--- config.mk ---
export PLATFORM = sky130hd
export DESIGN_NAME = mul_seq
export DESIGN_NICKNAME = d
export VERILOG_FILES = /design/src/rtl/mul_seq.sv
export SDC_FILE = /design/constraint.sdc
export NUM_CORES = 1
export LEC_CHECK = 0
export BUFFER_PORTS_ARGS = -buffer_cell sky130_fd_sc_hd__buf_2
export CORE_MARGIN = 10
export CORE_UTILIZATION = 49
export CTS_BUF_LIST = sky130_fd_sc_hd__clkbuf_4 sky130_fd_sc_hd__clkbuf_8
export CTS_CLUSTER_DIAMETER = 40
export DETAILED_ROUTE_END_ITERATION = 8
export GPL_ROUTABILITY_DRIVEN = 0
export GPL_TIMING_DRIVEN = 1
export PLACE_DENSITY = 0.68
export SKIP_CTS_REPAIR_TIMING = 1
export SLEW_MARGIN = 40
export SYNTH_ARGS = -nofsm -noshare
export SYNTH_HDL_FRONTEND = slang
export SYNTH_SLANG_ARGS = --single-unit
--- constraint.sdc ---
create_clock -name clk -period 4.9 [get_ports clk]
set_input_delay 1.225 -clock clk [delete_from_list [all_inputs] [get_ports clk]]
set_output_delay 1.225 -clock clk [all_outputs]
set_load 0.01 [all_outputs]
--- src/rtl/mul_seq.sv ---
// Iterative RV32M multiply unit (MUL/MULH/MULHSU/MULHU): shift-add over XLEN/STEP
// cycles on operand magnitudes, one sign-fix cycle, result held until consumed.
module mul_seq #(
    parameter int XLEN = 32,
    parameter int STEP = 1
) (
    input  logic            clk,
    input  logic            reset_n,
    input  logic            req_valid,
    output logic            req_ready,
    input  logic [2:0]      funct3,
    input  logic [XLEN-1:0] a,
    input  logic [XLEN-1:0] b,
    input  logic            flush,
    output logic            resp_valid,
    input  logic            resp_ready,
    output logic [XLEN-1:0] y,
    output logic            busy
);

    localparam int ITERS = XLEN / STEP;
    localparam int CW    = $clog2(ITERS) + 1;
    localparam int PW    = 2 * XLEN;
    localparam logic [CW-1:0] LAST = CW'(ITERS - 1);

    localparam logic [1:0] S_IDLE = 2'd0;
    localparam logic [1:0] S_CALC = 2'd1;
    localparam logic [1:0] S_FIX  = 2'd2;
    localparam logic [1:0] S_DONE = 2'd3;

    logic [1:0]      state_q, state_d;
    logic [CW-1:0]   cnt_q, cnt_d;
    logic [XLEN-1:0] ma_q, ma_d;
    logic [XLEN-1:0] mb_q, mb_d;
    logic [PW-1:0]   prod_q, prod_d;
    logic            neg_q, neg_d;
    logic            lo_q, lo_d;
    logic [XLEN-1:0] y_q, y_d;

    logic            a_signed, b_signed, sa, sb;
    logic [XLEN-1:0] a_mag, b_mag;
    logic [XLEN+STEP-1:0] partial;
    logic [XLEN+STEP:0]   sum;
    logic [PW-1:0]   step_prod, fixed;

    // funct3[2] distinguishes div ops, which the decoder never routes here
    logic unused_funct3;
    assign unused_funct3 = funct3[2];

    assign a_signed = (funct3[1:0] == 2'b01) || (funct3[1:0] == 2'b10);
    assign b_signed = (funct3[1:0] == 2'b01);
    assign sa       = a_signed & a[XLEN-1];
    assign sb       = b_signed & b[XLEN-1];
    assign a_mag    = sa ? -a : a;
    assign b_mag    = sb ? -b : b;

    // Add |a| * next STEP multiplier bits into the upper half, then shift right by STEP
    assign partial   = {{STEP{1'b0}}, ma_q} * {{XLEN{1'b0}}, mb_q[STEP-1:0]};
    assign sum       = {{(STEP+1){1'b0}}, prod_q[PW-1:XLEN]} + {1'b0, partial};
    assign step_prod = PW'({sum, prod_q[XLEN-1:0]} >> STEP);
    assign fixed     = neg_q ? -prod_q : prod_q;

    always_comb begin
        state_d = state_q;
        cnt_d   = cnt_q;
        ma_d    = ma_q;
        mb_d    = mb_q;
        prod_d  = prod_q;
        neg_d   = neg_q;
        lo_d    = lo_q;
        y_d     = y_q;
        case (state_q)
            S_IDLE: begin
                if (req_valid && !flush) begin
                    ma_d    = a_mag;
                    mb_d    = b_mag;
                    prod_d  = '0;
                    neg_d   = sa ^ sb;
                    lo_d    = (funct3[1:0] == 2'b00);
                    cnt_d   = '0;
                    state_d = S_CALC;
                end
            end
            S_CALC: begin
                if (flush) begin
                    state_d = S_IDLE;
                end else begin
                    prod_d = step_prod;
                    mb_d   = mb_q >> STEP;
                    cnt_d  = cnt_q + 1'b1;
                    if (cnt_q == LAST) state_d = S_FIX;
                end
            end
            S_FIX: begin
                if (flush) begin
                    state_d = S_IDLE;
                end else begin
                    y_d     = lo_q ? fixed[XLEN-1:0] : fixed[PW-1:XLEN];
                    state_d = S_DONE;
                end
            end
            S_DONE: begin
                if (flush || resp_ready) state_d = S_IDLE;
            end
            default: state_d = S_IDLE;
        endcase
    end

    always_ff @(posedge clk or negedge reset_n) begin
        if (!reset_n) begin
            state_q <= S_IDLE;
            cnt_q   <= '0;
            ma_q    <= '0;
            mb_q    <= '0;
            prod_q  <= '0;
            neg_q   <= 1'b0;
            lo_q    <= 1'b0;
            y_q     <= '0;
        end else begin
            state_q <= state_d;
            cnt_q   <= cnt_d;
            ma_q    <= ma_d;
            mb_q    <= mb_d;
            prod_q  <= prod_d;
            neg_q   <= neg_d;
            lo_q    <= lo_d;
            y_q     <= y_d;
        end
    end

    assign req_ready  = (state_q == S_IDLE);
    assign resp_valid = (state_q == S_DONE);
    assign busy       = (state_q != S_IDLE);
    assign y          = y_q;

endmodule
==> results.md <==
- DR vias/cell: around 5.7
- P_leak: ~5.7 nW
- Reg-to-reg endpoint: prod_q[53]$_DFFE_PN0P_
- Hold Path Cell Cnt: 2
- Nets: between 1500 and 2000
- Share of cells above drive strength 1: 0.128
- DRT iter0 DRCs: approximately 900
- Detailed placement HPWL: roughly 22 mm
- Initial antenna violation count: 0
- Grt ovf: 0
- Worst-path fanout max: 4
- Synth Cell Area: roughly 12000 sq um
- CTS tree: yes
- RSZ-0062 raised after global routing: no
- Clock Sinks: between 150 and 200
- Clk_lat worst skew: about 0.47 ns
- Sequential fraction of the synthesis area: 0.365
- Setup Skew: between 0.015 and 0.02 ns
- CP Launch Type: input pin
- Port-buffer cells: 105
- Worst Tran Pin Value: 0.784 ns
- Hold_ws: between 0.4 and 0.5 ns
- Post-DRT Antenna Nets: 0
- Top_reg_cell synth: dfrtp_1
- Hold Crit Class: reg2reg
- Vias in the first global route: 9490
- Post-synth ARST share: 1.00
- Avg WL per Cell: ~16 um
- Tot GR Track Use: 0.189
- Die area: 30300 sq um
- Core Rows: 56
- EDFF count, synth: 0
- DRC violations left: 0
- Average size of a mapped cell: between 8 and 9 sq um
- Core footprint: around 23000 sq um
- RR Startpoint: mb_q[0]$_DFFE_PN0P_
- Routed vias: ~10000
- Slew HR: 0.478
- Worst hold start: y[9]$_DFFE_PN0P_
- Syn-to-layout area delta: 10.3%
- Max-cap violations: 0
- FILL cells: 2266
- Clock Tree Buf Depth: 2
- Yosys warning count: 0
- Largest net degree at the start of global routing: 112
- DIE HEIGHT: about 170 um
- F_max: ~300 MHz
- Final setup violating endpoints: 0
- First-pass GRT wire length: just under 50 mm
- Period utilisation layout: 0.681
- FF+latch count, synth: 170
- I/O pin count: 107
- 1st-pass router iterations: 5
- Synth Instances: 1427
- Power density over the cells: about 380 nW/um^2
- Critical path class: in2reg
- Reg clk slew, reported paths: about 0.09 ns
- Post-route minimum period: 3.34 ns
- Total CTS buffers: 17
- Kind of end point of the critical path: flop
- Final Max Tran Viols: 0
- Synth cell types: 72
- Final hold violations: 0
- FF/Latch Area: ~4300 sq um
- Ant diodes: 0
- Root buffer cell: clkbuf_8
- R2r setup slk: 1.65 ns
- Starting density of the core: 0.498
- H-tree levels: 4
- Reg2reg path depth: 12
- VDD IR max: around 0.00018 V
- Status: finished, final reports clean
- Setup tns final: 0 ns
- Multi-input logic area: around 7000 sq um
- Routed wire length: a little under 30 mm
- Hold endpoint: y[9]$_DFFE_PN0P_
- Die Width: roughly 170 um
- CP Data Required Time: about 5.2 ns
- CP Data Arrival Time: approximately 3.7 ns
- Synthesized Nets: roughly 1500
## per-layer routing
layer | vias up | global-route usage | share of wire
li1 | 5189 | - | -
met1 | 4911 | 0.265 | 0.47
met2 | 273 | 0.289 | 0.46
met3 | 36 | 0.0312 | 0.054
met4 | 0 | 0.0638 | 0.022
met5 | - | 0 | 0
## through the flow
step / std cells / total power, mW / utilization / area, sq um / worst slack (ns)
final: 1814 / 4.90 / 0.549 / 12900 / 1.56
after detailed placement: 1781 / 3.82 / 0.530 / 12400 / 1.09
after CTS: 1813 / 4.90 / 0.548 / 12800 / 1.59
after floorplan: 1427 / 3.29 / - / 11700 / 1.46
after global routing: 1814 / 5.25 / 0.549 / 12900 / 1.32
after global placement: 1781 / 3.78 / 0.530 / 12400 / 1.10
## placed cells by master (no fill, tap or decap), drive strengths merged, types with 31 or more instances in the layout
cell type    n
o21ai      170
ha          38
xor2        71
xnor2       59
inv         31
buf        118
nand2      234
a21oi      117
o31ai       31
nor2       102
and2        43
dfrtp      170
## critical path, stage by stage
cell and delay (ns):
buf_2 0.12, inv_1 0.05, ha_1 0.18, or4b_1 0.47
nand2b_1 0.22, or3_4 0.43, nor4_4 0.31, nand2_1 0.15
o31ai_1 0.25, xor2_1 0.17, a21oi_1 0.07
## power by group
part / switching (mW) / internal (mW) / leakage (nW)
combinational: 1.15 / 0.767 / 3.32
clock: 0.546 / 0.529 / 0.207
sequential: 0.293 / 1.61 / 2.21
## flip-flops by register name, summed over array words and instances, names as in the netlist
signal,count
ma_q,32
lo_q,1
prod_q,64
y,32
mb_q,32
state_q,2
cnt_q,6
neg_q,1
## cell usage after synthesis (all sizes together), types with 6 or more instances
master    n  area [sq um]
nand2   234           878
dfrtp   170          4250
o21ai   170           855
a21oi   117           586
nor2    102           383
clkbuf   75           282
xor2     71           622
xnor2    59           517
and2     43           269
ha       38           475
o31ai    31           246
inv      27           101
nand3    26           135
nor3     24           136
or3      20           130
or4      19           158
a21o     17           128
nor4     16           170
a31oi    15          93.8
nand4    15           100
o41ai    15           165
o211ai   11          82.6
or2      10          62.6
nand2b    8          50.1
buf       7          41.3
nor2b     7          43.8
o221ai    7          61.3
o22ai     6          37.5
## area by class of cell
type | instances | area share
Clock inverter | 13 | 0.0129
Timing Repair Buffer | 118 | 0.0528
Sequential cell | 170 | 0.331
Multi-Input combinational cell | 1148 | 0.544
Tap cell | 319 | 0.0311
Inverter | 27 | 0.00788
Clock buffer | 19 | 0.0199
## worst max path at each step
stage / slack (ns) / startpoint / to
global placement: 1.10 / a[0] / ma_q[28]$_DFFE_PN0P_
detailed placement: 1.09 / a[0] / ma_q[28]$_DFFE_PN0P_
CTS: 1.59 / a[0] / ma_q[28]$_DFFE_PN0P_
global route: 1.32 / a[0] / ma_q[28]$_DFFE_PN0P_
finish: 1.56 / a[0] / ma_q[28]$_DFFE_PN0P_
floorplan: 1.46 / a[0] / ma_q[28]$_DFFE_PN0P_
## logic make-up (layout without fill, tap and decap cells)
family | count (synthesis) | count (layout) | synth area share
compound gates | 429 | 429 | 0.222
xor+xnor | 130 | 130 | 0.0977
fa+ha+maj | 39 | 39 | 0.0425
buf+inv | 109 | 177 | 0.0364
flops | 170 | 170 | 0.365
mux | 6 | 6 | 0.00537
simple gates | 544 | 544 | 0.230
Power figures use the tool's default switching activity.
